$ cat config.mk
export PLATFORM = sky130hd
export DESIGN_NAME = serial_rcs
export DESIGN_NICKNAME = d
export VERILOG_FILES = /design/src/rtl/serial_rcs.sv
export SDC_FILE = /design/constraint.sdc
export NUM_CORES = 1
export LEC_CHECK = 0
export BUFFER_PORTS_ARGS = -buffer_cell sky130_fd_sc_hd__buf_2
export CAP_MARGIN = 20
export CELL_PAD_IN_SITES_DETAIL_PLACEMENT = 0
export CELL_PAD_IN_SITES_GLOBAL_PLACEMENT = 1
export CORE_MARGIN = 1.5
export CORE_UTILIZATION = 25
export DETAILED_ROUTE_END_ITERATION = 10
export PLACE_DENSITY_LB_ADDON = 0.1
export SLEW_MARGIN = 15
export SYNTH_ARGS = -nofsm -noshare
export SYNTH_HDL_FRONTEND = slang
export SYNTH_SLANG_ARGS = --single-unit
$ cat constraint.sdc
create_clock -name clk_i -period 2.49 [get_ports clk_i]
set_clock_uncertainty 0.05 [all_clocks]
set_input_delay 0.1245 -clock clk_i [delete_from_list [all_inputs] [get_ports clk_i]]
set_output_delay 0.1245 -clock clk_i [all_outputs]
set_load 0.005 [all_outputs]
$ cat src/rtl/serial_rcs.sv
// Bit-serial ripple-borrow subtractor: diff = a - b - bin, one full-subtractor bit per clock, LSB first.
// The result and borrow-out are registered and held until the next operation completes.
module serial_rcs #(
    parameter int WIDTH = 3
) (
    input  logic             clk_i,
    input  logic             rst_i,
    input  logic             start_i,
    input  logic [WIDTH-1:0] a_i,
    input  logic [WIDTH-1:0] b_i,
    input  logic             bin_i,
    output logic             in_ready_o,
    output logic             busy_o,
    output logic             done_o,
    output logic [WIDTH-1:0] diff_o,
    output logic             bout_o,
    output logic [1:0]       state_o
);

    localparam int CW = $clog2(WIDTH);

    typedef enum logic [1:0] {
        S_IDLE = 2'd0,
        S_RUN  = 2'd1,
        S_DONE = 2'd2
    } state_t;

    state_t           state_q, state_d;
    logic [WIDTH-1:0] a_sh_q, a_sh_d;
    logic [WIDTH-1:0] b_sh_q, b_sh_d;
    logic [WIDTH-1:0] d_sh_q, d_sh_d;
    logic [CW-1:0]    cnt_q, cnt_d;
    logic             brw_q, brw_d;
    logic [WIDTH-1:0] diff_q, diff_d;
    logic             bout_q, bout_d;

    logic             d_bit;
    logic             brw_next;
    logic [WIDTH-1:0] d_shifted;

    assign d_bit     = a_sh_q[0] ^ b_sh_q[0] ^ brw_q;
    assign brw_next  = (~a_sh_q[0] & b_sh_q[0]) | (~(a_sh_q[0] ^ b_sh_q[0]) & brw_q);
    assign d_shifted = {d_bit, d_sh_q[WIDTH-1:1]};

    // Handshake: an operation is accepted on a rising edge where start_i = 1 and
    // in_ready_o = 1; operands are sampled only on that edge. done_o pulses for one
    // cycle when diff_o/bout_o update, and start_i in that cycle chains the next op.
    always_comb begin
        state_d = state_q;
        a_sh_d  = a_sh_q;
        b_sh_d  = b_sh_q;
        d_sh_d  = d_sh_q;
        cnt_d   = cnt_q;
        brw_d   = brw_q;
        diff_d  = diff_q;
        bout_d  = bout_q;
        case (state_q)
            S_IDLE, S_DONE: begin
                state_d = S_IDLE;
                if (start_i) begin
                    a_sh_d  = a_i;
                    b_sh_d  = b_i;
                    d_sh_d  = '0;
                    cnt_d   = '0;
                    brw_d   = bin_i;
                    state_d = S_RUN;
                end
            end
            S_RUN: begin
                a_sh_d = a_sh_q >> 1;
                b_sh_d = b_sh_q >> 1;
                d_sh_d = d_shifted;
                cnt_d  = cnt_q + CW'(1);
                brw_d  = brw_next;
                if (cnt_q == CW'(WIDTH - 1)) begin
                    diff_d  = d_shifted;
                    bout_d  = brw_next;
                    state_d = S_DONE;
                end
            end
            default: state_d = S_IDLE;
        endcase
    end

    always_ff @(posedge clk_i) begin
        if (rst_i) begin
            state_q <= S_IDLE;
            a_sh_q  <= '0;
            b_sh_q  <= '0;
            d_sh_q  <= '0;
            cnt_q   <= '0;
            brw_q   <= 1'b0;
            diff_q  <= '0;
            bout_q  <= 1'b0;
        end else begin
            state_q <= state_d;
            a_sh_q  <= a_sh_d;
            b_sh_q  <= b_sh_d;
            d_sh_q  <= d_sh_d;
            cnt_q   <= cnt_d;
            brw_q   <= brw_d;
            diff_q  <= diff_d;
            bout_q  <= bout_d;
        end
    end

    assign in_ready_o = (state_q != S_RUN);
    assign busy_o     = (state_q == S_RUN);
    assign done_o     = (state_q == S_DONE);
    assign diff_o     = diff_q;
    assign bout_o     = bout_q;
    assign state_o    = state_q;

endmodule

==> metrics.md, run 1 <==
| Metric | Value |
|---|---|
| Status | `completed` |
| GRT busiest layer | `met2` |
| Vias post-DR | `628` |
| Slowest stage delay, CP | `between 0.6 and 0.7 ns` |
| Worst Hold Depth | `3` |
| HPWL Detailed | `around 1100 microns` |
| Yosys warns | `0` |
| Maximum vdd drop | `~380 uV` |
| DR WL/cell | `~12 microns` |
| Fin crit period | `around 1.9 ns` |
| R2R depth | `3` |
| Initial cell density of the core | `0.270` |
| Mapped cell area | `around 760 sq um` |
| Via density | `4.76` |
| Met3 Resource Use GR | `0.0462` |
| P&R area growth vs syn | `14.1%` |
| Power density cells | `about 610 nW/um^2` |
| Critical path arrival | `~1.8 ns` |
| WHS Endpoint | `b_sh_q[2]$_SDFFE_PP0P_` |
| Maxcap violations | `0` |
| Global-route wire length before repair | `around 2900 microns` |
| Reg2reg end | `bout_o$_SDFFE_PP0P_` |
| Crit-path slowest cell | `nand2b_1` |
| Initial antenna violation count | `0` |
| Die W | `between 50 and 60 microns` |
| Diode count | `0` |
| Critical path cell sequence | `nand2b_1 -> clkinv_4 -> buf_2` |
| Die area | `approximately 3400 sq um` |
| Required @ worst endpoint | `2.32 ns` |
| WL final | `approximately 1600 microns` |
| Post-synthesis cell count | `85` |
| CTS Hold Bufs | `0` |
| CP startpoint | `state_o[1]$_SDFFE_PP0P_` |
| # DRC | `0` |
| Non-filler instance count after layout | `about 130` |
| Slew Viols, Final | `0` |
| Core box area | `2830 sq um` |
| F_max | `521 MHz` |
| Worst R2R Start | `state_o[1]$_SDFFE_PP0P_` |
| All-layer global routing usage | `0.111` |
| Synth Register Bits | `17` |
| Filler Cell Count | `approximately 320` |
| CP Max Fanout | `19` |
| GP Congestion | `approximately 0.65` |
| CTS tree | `done` |
| Cts repair resizes | `0` |
| Met1 global-route usage | `0.122` |
| Crit path capture type | `output port` |
| Post-route setup TNS | `0 ns` |
| Die Ht | `around 58 microns` |
| Avg Inst Size Synth | `8.99 sq um` |
| Sequential area share after synthesis | `0.445` |
| Root Buffer | `clkbuf_4` |
| Least-Margin Pin Slew | `0.856 ns` |
| Clk slew on worst S/H paths | `0.10 ns` |
| Post-CTS Setup Bufs | `0` |
| RSZ-0062 raised after global routing | `false` |
| Pin count of the biggest net entering global routing | `20` |
| Final net count | `114` |
| Fin. Hold Viols | `0` |
| Leakage power total | `between 0.3 and 0.4 nW` |
| Vias in the first global route | `between 600 and 700` |
| # IOs | `19` |
| Worst Setup Path Type | `flip-flop to output port` |
| Number of distinct library cells after synthesis | `20` |
| Max Buffers Root-to-Sink | `2` |
| Clock Latency Late Sink | `a little under 0.3 ns` |
| Final setup vio count | `0` |
| Total iterations of the first detailed-routing run | `5` |
| Port Buffers | `18` |
| DRT antenna net count | `0` |
| Iter 0 DRT Violations | `8` |
| Min-Delay Path Class | `input port to flip-flop` |
| Grt ovf | `0` |
| Post-Syn Nets | `97` |
| Clock Sinks | `17` |
| Worst Hold Launch | `b_i[2]` |
| Met2 Track Usage GR | `0.202` |
| Critical Path Start Type | `flip-flop` |
| Max H-tree Level | `1` |
| Slew Limit Headroom | `0.430` |
| Overall power | `0.533 mW` |
| Num CTS Buffers | `3` |
| Layout cells sized above 1 | `0.287` |
| Num rows | `19` |
| Final Cycle Share | `0.772` |
| Placed Cells | `around 130` |
| Setup slack, reg-to-reg | `slightly below 0.8 ns` |
-- flip-flops by register name, indices dropped and copies added (netlist names) --
name and count:
brw_q 1, d_sh_q 2, cnt_q 2, b_sh_q 3, a_sh_q 3, diff_o 3, bout_o 1, state_o 2
-- logic make-up (layout without fill, tap and decap cells) --
group	Yosys count	in the layout	share of synthesized area
simple gates	38	38	0.228
compound gates	18	18	0.196
flops	17	17	0.445
buf+inv	10	26	0.0884
fa+ha+maj	2	2	0.0426
-- final cells by class --
class	instances	area, sq um	share of cell area
clock buffers	4	26.3	0.0301
well taps	31	38.8	0.0445
flip-flops and latches	17	340	0.390
multi-input cells	58	357	0.409
repair buffers	18	90.1	0.103
inverters	4	20.0	0.0230
-- cells in the mapped netlist --
library cell  instances  area (sq um)
fa_1                  1          20.0
clkbuf_1              1          3.75
a2bb2oi_1             1          8.76
nand2b_2              1          8.76
nand2_1              16          60.1
ha_1                  1          12.5
clkinv_4              1          8.76
nor2b_1               2          12.5
a311oi_2              5          75.1
nand3_1              10          50.1
buf_6                 3          33.8
nor2_1                6          22.5
dfxtp_1              17           340
inv_1                 3          11.3
a21oi_2               1          8.76
o21a_1                1          7.51
nand2b_1              2          12.5
buf_2                 2          10.0
nand3b_1              1          7.51
a21oi_1              10          50.1
-- layer usage --
metal | part of all wire | vias to the layer above
met4 | 0.0083 | 0
li1 | - | 323
met3 | 0.044 | 2
met1 | 0.48 | 289
met5 | 0 | -
met2 | 0.47 | 14
-- where the power goes --
group          total [mW]  internal (mW)  switching, mW
combinational      0.0866         0.0349         0.0518
sequential          0.297          0.287        0.00946
clock               0.149         0.0622         0.0871
-- stage by stage --
stage | hold slack (ns) | util | setup WS (ns) | cell area [sq um]
after floorplan | 0.211 | - | 1.34 | 764
after global placement | 0.318 | 0.299 | 0.824 | 846
after detailed placement | 0.323 | 0.299 | 0.780 | 846
after CTS | 0.00147 | 0.308 | 0.510 | 872
after global routing | 0.0190 | 0.308 | 0.386 | 872
final | 0.0119 | 0.308 | 0.569 | 872
-- worst max-delay path: cells and delay by family (launching register included) --
| kind | cells | cell delay [ns] |
|---|---|---|
| buffers and inverters | 2 | 0.41 |
| AND/OR/NAND/NOR | 1 | 0.68 |
| flip-flops | 1 | 0.37 |
-- placed cells by master, fill, tap and decap left out --
cell type | netlist | final
buf_2 | 2 | 18
dfxtp_1 | 17 | 17
nand2_1 | 16 | 16
nand3_1 | 10 | 10
a21oi_1 | 10 | 10
nor2_1 | 6 | 6
a311oi_2 | 5 | 5
inv_1 | 3 | 3
clkbuf_4 | 0 | 3
nand2b_1 | 2 | 2
nor2b_1 | 2 | 2
clkinv_4 | 1 | 1
nand2b_2 | 1 | 1
nand3b_1 | 1 | 1
a2bb2oi_1 | 1 | 1
a21oi_2 | 1 | 1
o21a_1 | 1 | 1
fa_1 | 1 | 1
ha_1 | 1 | 1
clkbuf_1 | 1 | 1
-- worst max-delay path by stage --
stage,cells after the start,to
floorplan,4,diff_o[2]$_SDFFE_PP0P_
global placement,4,bout_o$_SDFFE_PP0P_
detailed placement,4,bout_o$_SDFFE_PP0P_
CTS,3,busy_o
global route,3,busy_o
finish,3,busy_o
Note: power is estimated with default switching activity, not from simulation.
==> run 2, diff against run 1 <==
==> constraint.sdc (replaced) <==
create_clock -name clk_i -period 1.85 [get_ports clk_i]
set_clock_uncertainty 0.05 [all_clocks]
set_input_delay 0.0925 -clock clk_i [delete_from_list [all_inputs] [get_ports clk_i]]
set_output_delay 0.0925 -clock clk_i [all_outputs]
set_load 0.005 [all_outputs]
==> run 2 against run 1 <==
Worst setup slack got worse by 0.21 ns. Global-route usage rose by 0.28 points. Register-to-register slack worse by 0.27 ns. Via count up 0.96%. Non-clock buffer count grew 4. Hold slack improved by 0.015 ns. Final cell count rose by 3.0%. Sequential cell count did not move. Sequential power increased by 34%. Core utilization increased by 1.3 points. Sequential share of layout area fell by 1.6 points. Clock power grew 38%.
==> metrics.md, run 2 (synthesis gave the netlist of run 1 again) <==
| Metric | Value |
|---|---|
| Port Buffers | `18 (unchanged)` |
| Via density | `4.66 (-2.0%)` |
| Critical path arrival | `1.35 ns (-0.40 ns)` |
| Vias post-DR | `634 (+0.96%)` |
| Status | `completed` |
| Clk slew on worst S/H paths | `0.11 ns (about the same)` |
| Crit path buffers/inverters | `2 (unchanged)` |
| Post-CTS Setup Bufs | `0 (unchanged)` |
| WL final | `1640 microns (+5.1%)` |
| Crit path capture type | `output port` |
| HPWL Detailed | `1140 microns (+5.9%)` |
| Total iterations of the first detailed-routing run | `6 (+1)` |
| # DRC | `0 (unchanged)` |
| Worst Setup Path Type | `flip-flop to output port` |
| Slew Limit Headroom | `0.744 (+0.314)` |
| Reg2reg end | `a_sh_q[1]$_SDFFE_PP0P_` |
| CP Max Fanout | `15 (-4)` |
| All-layer global routing usage | `0.114 (+0.00276)` |
| GP Congestion | `0.612 (-6.1%)` |
| Num rows | `19 (unchanged)` |
| Initial cell density of the core | `0.270 (unchanged)` |
| Diode count | `0 (unchanged)` |
| Die area | `3400 sq um (unchanged)` |
| Post-route setup TNS | `0 ns (unchanged)` |
| Global-route wire length before repair | `2930 microns (+2.2%)` |
| Final net count | `118 (+3.5%)` |
| Num CTS Buffers | `3 (unchanged)` |
| DR WL/cell | `12.1 microns (+2.0%)` |
| Iter 0 DRT Violations | `27 (+19)` |
| Clock Sinks | `17 (unchanged)` |
| Worst Hold Depth | `3 (unchanged)` |
| Pin count of the biggest net entering global routing | `18 (-10%)` |
| Slew Viols, Final | `0 (unchanged)` |
| Max Buffers Root-to-Sink | `2 (unchanged)` |
| Vias in the first global route | `643 (-0.16%)` |
| P&R area growth vs syn | `18.8%` |
| # IOs | `19 (unchanged)` |
| Fin. Hold Viols | `0 (unchanged)` |
| Crit path max-delay family | `buffers and inverters` |
| Fin crit period | `between 1 and 1.5 ns` |
| Die Ht | `58.3 microns (unchanged)` |
| Max H-tree Level | `1 (unchanged)` |
| R2R depth | `4 (+1)` |
| WHS Endpoint | `brw_q$_SDFFE_PP0P_` |
| Critical Path Start Type | `flip-flop` |
| Slowest stage delay, CP | `0.37 ns (-0.31 ns)` |
| Critical path cell sequence | `nand2b_1 -> buf_4 -> buf_2` |
| DRT antenna net count | `0 (unchanged)` |
| Grt ovf | `0 (unchanged)` |
| Least-Margin Pin Slew | `0.384 ns (-0.472 ns)` |
| Setup slack, reg-to-reg | `0.52 ns (-0.27 ns)` |
| Final Cycle Share | `0.804` |
| Most frequent cells in the layout | `buf_2 (18), dfxtp_1 (17), nand2_1 (16), nand3_1 (10), a21oi_1 (10)` |
| CP startpoint | `state_o[1]$_SDFFE_PP0P_` |
| Maximum vdd drop | `197 uV (-48%)` |
| Worst Hold Launch | `bin_i` |
| Layout cells sized above 1 | `0.305 (+0.0176)` |
| Critical path depth in cells | `3 (unchanged)` |
| Root Buffer | `clkbuf_4` |
| Crit-path slowest cell | `dfxtp_1` |
| Clock Latency Late Sink | `0.29 ns (about the same)` |
| Die W | `58.3 microns (unchanged)` |
| CTS tree | `done` |
| Min-Delay Path Class | `input port to flip-flop` |
| Maxcap violations | `0 (unchanged)` |
| Most common cell after layout, fill and taps aside | `buf_2` |
| RSZ-0062 raised after global routing | `false` |
| Power density cells | `802 nW/um^2 (+31%)` |
| Core box area | `2830 sq um (unchanged)` |
| Initial antenna violation count | `0 (unchanged)` |
| Final setup vio count | `0 (unchanged)` |
| Final core utilization | `0.321 (+0.0128)` |
| Required @ worst endpoint | `1.71 ns (-0.61 ns)` |
| Leakage power total | `0.362 nW (+6.0%)` |
| F_max | `approximately 670 MHz` |
| Worst R2R Start | `state_o[1]$_SDFFE_PP0P_` |
| Overall power | `0.728 mW (+37%)` |
==> run 2: changes by cell type in the layout (fill, tap and decap cells not counted) <==
cell / delta
buf_4: +2
dlygate4sd3_1: +2
clkbuf_1: -1
clkinv_2: +1
==> run 2: metrics by stage <==
step / cells / hold WS (ns) / cell area [sq um] / setup slack [ns]
finish: 136 / 0.0270 / 908 / 0.362
global route: 136 / 0.0219 / 908 / 0.233
CTS: 136 / 0.00815 / 908 / 0.322
detailed placement: 130 / 0.289 / 861 / 0.532
global placement: 130 / 0.285 / 861 / 0.574
floorplan: 85 / 0.179 / 764 / 0.701
==> run 2: worst register-to-register path, cell delays in order, from the launching register on <==
cell	delay (ns)
dfxtp_1	0.37
nand2b_1	0.27
buf_4	0.27
nor2_1	0.08
a311oi_2	0.22
==> run 2: where the power goes <==
group / internal, mW / total [mW] / leakage, nW / switching, mW
logic: 0.0535 / 0.124 / 0.205 / 0.0707
clock network: 0.0804 / 0.205 / 0.0177 / 0.125
registers: 0.386 / 0.399 / 0.139 / 0.0127
total: 0.520 / 0.728 / 0.362 / 0.208
==> run 2: metal layers <==
layer / routed length, microns / track usage
met2: 768 / 0.173
met1: 790 / 0.150
met4: 17 / 0.0598
met3: 65 / 0.0264
met5: 0 / 0
==> run 2: worst max-delay path by stage <==
stage	end	slack, ns
2_1_floorplan	diff_o[2]$_SDFFE_PP0P_	0.70
4_1_cts	in_ready_o	0.32
3_3_place_gp	diff_o[1]$_SDFFE_PP0P_	0.57
5_1_grt	in_ready_o	0.23
3_5_place_dp	a_sh_q[0]$_SDFFE_PP0P_	0.53
6_report	in_ready_o	0.36
==> run 2: timing repair <==
action | CTS | global route
endpoints found under the setup margin | 0 | 0
gates resized for setup | 0 | 0
hold buffers | 2 | 0
endpoints found under the hold margin | 2 | 0
==> run 2: area by class of cell <==
cell class	count	area [sq um]
Inverter	4	20.0
Tap cell	31	38.8
Clock buffer	3	22.5
Multi-Input combinational cell	58	357
Timing Repair Buffer	22	125
Fill cell	302	1920
Sequential cell	17	340
Clock inverter	1	5.00
==> run 3, diff against run 2 <==
==> constraint.sdc (replaced) <==
create_clock -name clk_i -period 1.3 [get_ports clk_i]
set_clock_uncertainty 0.05 [all_clocks]
set_input_delay 0.065 -clock clk_i [delete_from_list [all_inputs] [get_ports clk_i]]
set_output_delay 0.065 -clock clk_i [all_outputs]
set_load 0.005 [all_outputs]
==> run 3 against run 2 <==
Combinational power increased by 56%. Total power grew 44%. Cell area grew 5.5%. Highest routed layer unchanged. Worst setup slack got worse by 0.29 ns. Largest power group unchanged. Register-to-register slack worse by 0.43 ns. Non-clock buffer count grew 3. Critical endpoint unchanged. Hold slack got worse by 0.018 ns. Die area unchanged. Global-route usage is 0.53 points lower. Core utilization increased by 1.8 points. Critical path depth is the same.
==> metrics.md, run 3 (synthesis gave the netlist of run 1 again) <==
| Metric | Value |
|---|---|
| Final core utilization | `0.339 (+0.0177)` |
| Switching Power | `0.289 mW (+39%)` |
| Most frequent cells in the layout | `buf_2 (18), nand2_1 (16), dfxtp_1 (16), nand3_1 (10), a21oi_1 (10)` |
| Clk slew on worst S/H paths | `0.10 ns (about the same)` |
| Fin crit period | `about 1.2 ns` |
| Sw Ratio | `0.276 (-0.00995)` |
| Power density cells | `1090 nW/um^2 (+37%)` |
| DR WL/cell | `11.9 microns (-1.3%)` |
| Critical Path Start Type | `flip-flop` |
| Clock Latency Late Sink | `0.29 ns (about the same)` |
| Reg2reg end | `diff_o[2]$_SDFFE_PP0P_` |
| HPWL Detailed | `1120 microns (-1.8%)` |
| Leakage power total | `0.378 nW (+4.6%)` |
| R2R depth | `4 (unchanged)` |
| Global-route wire length before repair | `2750 microns (-6.1%)` |
| Vias in the first global route | `641 (-0.31%)` |
| Slew Limit Headroom | `0.743 (about the same)` |
| RSZ-0062 raised after global routing | `false` |
| Status | `completed` |
| CP Capture Point | `in_ready_o` |
| Vias post-DR | `653 (+3.0%)` |
| Critical path arrival | `1.11 ns (-0.24 ns)` |
| Max Buffers Root-to-Sink | `2 (unchanged)` |
| Final net count | `121 (+2.5%)` |
| Share of power burned in registers | `0.543 (-0.005)` |
| Root Buffer | `clkbuf_4` |
| Most common cell after layout, fill and taps aside | `buf_2` |
| CP startpoint | `state_o[1]$_SDFFE_PP0P_` |
| Placed Cells | `131 (+0.77%)` |
| Die Ht | `58.3 microns (unchanged)` |
| CP Max Fanout | `18 (+3)` |
| Combinational power share | `0.184 (+0.013)` |
| Layout cells sized above 1 | `0.324 (+0.0193)` |
| Worst R2R Start | `b_sh_q[0]$_SDFFE_PP0P_` |
| Die W | `58.3 microns (unchanged)` |
| Overall power | `1.05 mW (+44%)` |
| Total iterations of the first detailed-routing run | `6 (unchanged)` |
| F_max | `~800 MHz` |
| # IOs | `19 (unchanged)` |
| Final Cycle Share | `0.945` |
| Diode count | `0 (unchanged)` |
| Min-Delay Path Class | `input port to flip-flop` |
| Worst Setup Path Type | `flip-flop to output port` |
| Worst slack at placement | `0.0825 ns (-0.449 ns)` |
| CTS tree | `done` |
| Core box area | `2830 sq um (unchanged)` |
| Fin. Hold Viols | `0 (unchanged)` |
| Die area | `3400 sq um (unchanged)` |
| Crit path capture type | `output port` |
| Initial antenna violation count | `0 (unchanged)` |
| Least-Margin Pin Slew | `0.385 ns (+0.00110 ns)` |
| Required @ worst endpoint | `1.19 ns (-0.52 ns)` |
| Slew Viols, Final | `0 (unchanged)` |
| Post-CTS Setup Bufs | `0 (unchanged)` |
| P&R area growth vs syn | `25.4%` |
| Iter 0 DRT Violations | `22 (-19%)` |
| Clk pwr share | `0.273 (-0.008)` |
| Maxcap violations | `0 (unchanged)` |
| Final setup vio count | `0 (unchanged)` |
| Initial cell density of the core | `0.270 (unchanged)` |
| Filler Cell Count | `312 (+3.3%)` |
| Maximum vdd drop | `572 uV (+190%)` |
| Num rows | `19 (unchanged)` |
| DRT antenna net count | `0 (unchanged)` |
| Grt ovf | `0 (unchanged)` |
| Port Buffers | `18 (unchanged)` |
| Setup slack, reg-to-reg | `0.09 ns (-0.43 ns)` |
| # DRC | `0 (unchanged)` |
| Internal Power | `0.760 mW (+46%)` |
| Pin count of the biggest net entering global routing | `19 (+1)` |
| All-layer global routing usage | `0.109 (-0.00526)` |
| Non-filler instance count after layout | `139 (+2.2%)` |
| Num CTS Buffers | `3 (unchanged)` |
| WL final | `1660 microns (+0.91%)` |
| GP Congestion | `0.638 (+4.2%)` |
| Clock Sinks | `17 (unchanged)` |
| Post-route setup TNS | `0 ns (unchanged)` |
| Max H-tree Level | `1 (unchanged)` |
| Via density | `4.70 (+0.77%)` |
| Final worst setup slack | `0.0719 ns (-0.290 ns)` |
==> run 3: cell count changes in the layout (fill, tap and decap cells not counted) <==
cell,before,now
clkbuf_1,0,1
dfxtp_2,0,1
dlygate4sd3_1,2,4
dfxtp_1,17,16
clkinv_2,1,0
ha_1,1,0
nand2b_4,0,1
buf_12,0,1
ha_2,0,1
nand2b_1,2,1
==> run 3: area by class of cell <==
cell class | count | area [sq um] | area share
multi-input combinational | 58 | 367 | 0.383
clock buffer | 4 | 26.3 | 0.0274
tap | 31 | 38.8 | 0.0405
timing repair buffer | 25 | 165 | 0.172
sequential | 17 | 342 | 0.356
inverter | 4 | 20.0 | 0.0209
==> run 3: worst max-delay path, stage by stage (launching register included) <==
cell and delay, ns:
dfxtp_1 0.37, nand2b_4 0.17, buf_12 0.15, buf_2 0.12
==> run 3: worst min path at each step <==
| stage | to | start | slack, ns | cells after the start |
|---|---|---|---|---|
| floorplan | a_sh_q[2]$_SDFFE_PP0P_ | a_i[2] | 0.15 | 2 |
| global placement | b_sh_q[2]$_SDFFE_PP0P_ | b_i[2] | 0.26 | 3 |
| detailed placement | b_sh_q[2]$_SDFFE_PP0P_ | b_i[2] | 0.26 | 3 |
| CTS | a_sh_q[0]$_SDFFE_PP0P_ | a_i[0] | 0.002 | 3 |
| global route | b_sh_q[1]$_SDFFE_PP0P_ | b_i[1] | 0.0008 | 3 |
| finish | a_sh_q[0]$_SDFFE_PP0P_ | a_i[0] | 0.009 | 3 |
==> run 3: power groups by stage <==
stage	combinational [mW]	clock (mW)	sequential (mW)
global placement	0.184	0	0.581
finish	0.193	0.287	0.570
global route	0.217	0.325	0.574
CTS	0.196	0.307	0.570
floorplan	0.139	0	0.577
detailed placement	0.184	0	0.581
==> run 3: metrics by stage <==
stage	area (sq um)	hold WS (ns)
3_3_place_gp	881	0.258
2_1_floorplan	764	0.151
3_5_place_dp	881	0.264
6_report	958	0.00914
4_1_cts	951	0.00247
5_1_grt	958	0.000784
==> run 3: routing by layer <==
layer	GRT usage	vias to the layer above	part of all wire
met4	0.0199	0	0.010
li1	-	334	-
met5	0	-	0
met1	0.121	300	0.45
met2	0.194	17	0.48
met3	0.0462	2	0.057
==> run 3: timing repair <==
item	CTS	global route
hold buffers	4	0
hold endpoints to repair	4	0
endpoints found under the setup margin	2	5
gates resized for setup	2	2
